$ cat src/rtl/delay_line_mc.sv
// delay_line_mc: multi-channel tapped delay line with a runtime-selectable
// depth and a saturating fill counter. All channels shift together on i_ena.
// Every physical stage is visible on o_taps. o_data is the stage chosen by the
// registered depth.
module delay_line_mc #(
  parameter int gp_data_width  = 8,
  parameter int gp_nr_channels = 2,
  parameter int gp_max_stages  = 8,
  localparam int c_dw = $clog2(gp_max_stages + 1)
) (
  input  logic                                              i_clk,
  input  logic                                              i_rst,
  input  logic                                              i_ena,
  input  logic                                              i_flush,
  input  logic [c_dw-1:0]                                   i_depth,
  input  logic [gp_nr_channels*gp_data_width-1:0]           i_data,
  output logic [gp_nr_channels*gp_data_width-1:0]           o_data,
  output logic [gp_max_stages*gp_nr_channels*gp_data_width-1:0] o_taps,
  output logic [c_dw-1:0]                                   o_fill_cnt,
  output logic                                              o_shift_done
);

  localparam int c_sw = gp_nr_channels * gp_data_width;

  // Requested depth 0 means one stage.
  // Requests beyond the physical length are capped at the physical length.
  function automatic logic [c_dw-1:0] f_clamp(input logic [c_dw-1:0] d);
    logic [c_dw-1:0] v;
    if (d == {c_dw{1'b0}}) begin
      v = {{(c_dw-1){1'b0}}, 1'b1};
    end else if (d > c_dw'(gp_max_stages)) begin
      v = c_dw'(gp_max_stages);
    end else begin
      v = d;
    end
    return v;
  endfunction

  logic [c_sw-1:0] r_stage [gp_max_stages];
  logic [c_dw-1:0] r_fill;
  logic [c_dw-1:0] r_depth;
  logic [c_dw-1:0] w_depth_cl;
  logic [c_sw-1:0] w_data;

  assign w_depth_cl = f_clamp(i_depth);

  // Stage data, fill counter and depth register.
  // Priority is reset, then flush, then depth change, then shift.
  always_ff @(posedge i_clk) begin
    if (i_rst || i_flush) begin
      for (int k = 0; k < gp_max_stages; k++) begin
        r_stage[k] <= '0;
      end
      r_fill  <= '0;
      r_depth <= w_depth_cl;
    end else begin
      r_depth <= w_depth_cl;
      if (i_ena) begin
        r_stage[0] <= i_data;
        for (int k = 1; k < gp_max_stages; k++) begin
          r_stage[k] <= r_stage[k-1];
        end
      end else begin
        for (int k = 0; k < gp_max_stages; k++) begin
          r_stage[k] <= r_stage[k];
        end
      end
      // A depth change restarts fill tracking but keeps the stored samples.
      if (w_depth_cl != r_depth) begin
        r_fill <= '0;
      end else if (i_ena && (r_fill < r_depth)) begin
        r_fill <= r_fill + {{(c_dw-1){1'b0}}, 1'b1};
      end else begin
        r_fill <= r_fill;
      end
    end
  end

  // Output mux: one-hot OR-select of stage r_depth-1. Adds no register stage.
  always_comb begin
    w_data = '0;
    for (int k = 0; k < gp_max_stages; k++) begin
      w_data = w_data | ({c_sw{r_depth == c_dw'(k + 1)}} & r_stage[k]);
    end
  end

  genvar g_k;
  generate
    for (g_k = 0; g_k < gp_max_stages; g_k++) begin : g_taps
      assign o_taps[g_k*c_sw +: c_sw] = r_stage[g_k];
    end
  endgenerate

  assign o_data       = w_data;
  assign o_fill_cnt   = r_fill;
  assign o_shift_done = (r_fill == r_depth);

endmodule
$ cat config.mk
export PLATFORM = sky130hd
export DESIGN_NAME = delay_line_mc
export DESIGN_NICKNAME = d
export VERILOG_FILES = /design/src/rtl/delay_line_mc.sv
export SDC_FILE = /design/constraint.sdc
export NUM_CORES = 1
export LEC_CHECK = 0
export ABC_AREA = 1
export BUFFER_PORTS_ARGS = -buffer_cell sky130_fd_sc_hd__clkbuf_2
export CORE_MARGIN = 3
export CORE_UTILIZATION = 46
export CTS_CLUSTER_DIAMETER = 40
export DETAILED_ROUTE_END_ITERATION = 8
export GPL_ROUTABILITY_DRIVEN = 0
export MAX_ROUTING_LAYER = met4
export PLACE_DENSITY = 0.72
export RECOVER_POWER = 25
export REMOVE_ABC_BUFFERS = 1
export SLEW_MARGIN = 20
export SYNTH_ARGS = -nofsm -noshare
export SYNTH_HDL_FRONTEND = slang
export SYNTH_SLANG_ARGS = --single-unit
$ cat constraint.sdc
create_clock -name i_clk -period 8.85 [get_ports i_clk]
set_clock_uncertainty 0.05 [all_clocks]
set_input_delay 1.77 -clock i_clk [delete_from_list [all_inputs] [get_ports i_clk]]
set_output_delay 1.77 -clock i_clk [all_outputs]
set_load 0.02 [all_outputs]
==> results.sh <==
export IMPL_run_status="finished, violations left"
export IMPL_violations_in_the_final_reports="max-capacitance violations, max-slew violations"
export IMPL_cts_resized_gates=0
export IMPL_synth_area_leader_cell="edfxtp_1"
export IMPL_final_worst_setup_slack_ps=4030
export IMPL_muxShareOfSynthArea_pct=0
export IMPL_synth_top_cells_by_area="edfxtp_1, nor2_1, inv_1"
export IMPL_clkLatencyLatePin_ps=420
export IMPL_fraction_of_layout_cells_with_a_size_suffix_above_1_pct=22.2
export IMPL_drt_pass1_iterations=5
export IMPL_detailed_placement_hpwl_um=10500
export IMPL_final_max_slew_violation_count=50
export IMPL_fin_total_pwr_mw=1.56
export IMPL_initial_utilization_pct=47.8
export IMPL_crit_path_top_delay_cell="inv_1"
export IMPL_power_density_cell_area_mw_per_mm2=204
export IMPL_final_setup_viol_count=0
export IMPL_dp_cells=957
export IMPL_worstPathCellList="clkbuf_2 > nor2_1 > inv_1 > or2_4 > buf_4"
export IMPL_detail_route_antenna_nets=0
export IMPL_detail_route_wl_per_cell_um=16.4
export IMPL_synth_commonest_cells="nor2_1, inv_1, edfxtp_1, o22ai_1, nand2_1"
export IMPL_met2_wirelength_um=7690
export IMPL_grt_pass1_vias=4872
export IMPL_worst_hold_path_type="reg2reg"
export IMPL_ctsRootBufferMaster="clkbuf_16"
export IMPL_global_route_wire_length_before_repair_um=24900
export IMPL_floorplan_die_height_um=121
export IMPL_critical_path_startpoint_type="input port"
export IMPL_synth_xor_area_share_pct=0.286
export IMPL_cpPeakStageDelay_ps=1140
export IMPL_max_cap_viols=1
export IMPL_final_hold_violation_count=0
export IMPL_layout_core_utilization_pct=59.6
export IMPL_yosysUniqueCellTypes=17
export IMPL_achievable_frequency_mhz=208
export IMPL_top_layer="met4"
export IMPL_max_vdd_ir_drop_uv=108
export IMPL_cp_required_ps=8840
export IMPL_placement_setup_worst_slack_ps=4150
export IMPL_gate_count_of_the_mapped_netlist=633
export IMPL_cts_repair_timing_setup_buffer_count=0
export IMPL_reg2reg_setup_slack_ps=7100
export IMPL_cts_htree_levels=4
export IMPL_worstMarginPinSlew_ps=1600
export IMPL_final_seq_area_mm2=0.00400
export IMPL_total_die_area_mm2=0.0148
export IMPL_largest_family_of_logic_cells_by_synthesized_area="simple AND/OR/NAND/NOR gates"
export IMPL_syn_to_final_growth_pct=24.7
export IMPL_dr_wl_met3_um=1550
export IMPL_drc=0
export IMPL_wl_met1_um=6710
export IMPL_asyncSetResetFlopFracSynth_pct=0
export IMPL_slew_limit_headroom_pct=-7.11
export IMPL_initialDrtViolationCount=611
export IMPL_power_static_leakage_nw=3.42
export IMPL_layout_cells_non_filler=989
export IMPL_globalRouteTotalUtil_pct=23.0
export IMPL_yosysSeqAreaShare_pct=65.3
export IMPL_cts_tree="yes"
export IMPL_rsz0062_at_grt="no"
export IMPL_post_synth_top_count_cell="nor2_1"
export IMPL_synth_yosys_warnings=0
export IMPL_worstPathMaxFanout=68
export IMPL_synth_area_per_cell_um2=9.69
export IMPL_tritoncts_num_buffers=17
export IMPL_worst_endpoint_data_arrival_time_ps=4810
export IMPL_antenna_found_initial=0
export IMPL_post_drt_via_cell_ratio=5.14
export IMPL_cts_num_sinks=136
export IMPL_finalWirelength_um=16200
export IMPL_numPortBuffers=172
export IMPL_setup_total_negative_slack_ps=0
export IMPL_die_width_um=121
export IMPL_placementRows=41
export IMPL_synthSimpleGateAreaFrac_pct=15.0
export IMPL_grt_overflow_total=0
export IMPL_synth_fa_ha_area_share_pct=1.02
export IMPL_largest_net_degree_at_the_start_of_global_routing=69
export IMPL_synth_main_ff_cell="edfxtp_1"
export IMPL_vias=5080
export IMPL_clk_pin_slew_worst_paths_ps=50
export IMPL_finalCritPeriodShare_pct=54.4
export IMPL_yosys_area_top_type_share_pct=62.7
export IMPL_multi_input_area_mm2=0.00141
export IMPL_post_cts_hold_buffer_count=0
export IMPL_synth_edf_count=128
export IMPL_synth_seq_cells=136
export IMPL_area_fraction_in_compound_gates_after_synthesis_pct=6.65
export IMPL_floorplan_io_pins=173
export IMPL_synth_cell_area_mm2=0.00613
export IMPL_fillCellCount=1172
export IMPL_antenna_cells=0
export IMPL_core_area_mm2=0.0128
export IMPL_timing_critical_path_to_type="flop"
export IMPL_final_period_minus_worst_setup_slack_ps=4820
export IMPL_crit_type="in2reg"
export IMPL_cts_max_path_buffers=2
export IMPL_final_nets=833
[sequential cells by signal, summed over array words and instances (netlist names)]
register    count
r_stage       128
r_depth         4
o_fill_cnt      4
[cell families (layout without fill, tap and decap cells)]
| kind of cell | count (synthesis) | in the layout |
|---|---|---|
| AND/OR/NAND/NOR | 239 | 239 |
| buffers and inverters | 186 | 370 |
| AO/OA/AOI/OAI | 65 | 65 |
| adder cells (fa/ha/maj) | 5 | 5 |
| flip-flops | 136 | 136 |
| XOR/XNOR | 2 | 2 |
[cell usage in the layout (no fill, tap or decap), drive strengths merged]
cell type  count
bufinv         1
clkbuf       199
nand4          2
clkinv         4
edfxtp       128
buf            2
inv          164
ha             5
xor2           2
nand3         11
o22ai         64
o21bai         1
nand2         50
dfxtp          8
nor2         175
or2            1
[final cells by class]
cell class,instances,area share (%)
clock buffer,27,6.58
clock inverter,5,0.638
inverter,164,8.05
multi-input combinational,311,18.5
sequential,136,52.3
tap,172,2.81
timing repair buffer,174,11.1
[metrics by stage]
step                area (um^2)  hold slack (ps)
floorplan                  6030              582
global placement           7120              519
detailed placement         7120              526
CTS                        7680              534
global route               7650              588
finish                     7650              537
[report_power, final]
| group | internal (mW) | switching, mW | total [mW] | leakage (nW) |
|---|---|---|---|---|
| registers | 0.733 | 0.0195 | 0.753 | 1.56 |
| clock network | 0.414 | 0.249 | 0.663 | 0.273 |
| logic | 0.0386 | 0.109 | 0.147 | 1.59 |
[path summary, 6_finish.rpt]
kind	startpoint	endpoint	depth (start not counted)
max	i_flush	r_stage[4][12]	5
max reg2reg	r_depth[3]	o_fill_cnt[0]	10
min reg2reg	o_fill_cnt[3]	o_fill_cnt[3]	4
min	o_fill_cnt[3]	o_fill_cnt[3]	4
[layer usage]
layer | track usage (%) | vias up
met4 | 8.05 | 0
li1 | - | 2359
met5 | - | -
met3 | 6.53 | 27
met1 | 29.1 | 2411
met2 | 35.8 | 283
[critical path, delay by kind of cell]
family | cells | cell delay [ps]
buffers and inverters | 3 | 2020
AND/OR/NAND/NOR | 2 | 920
(Power assumes the default switching activity.)
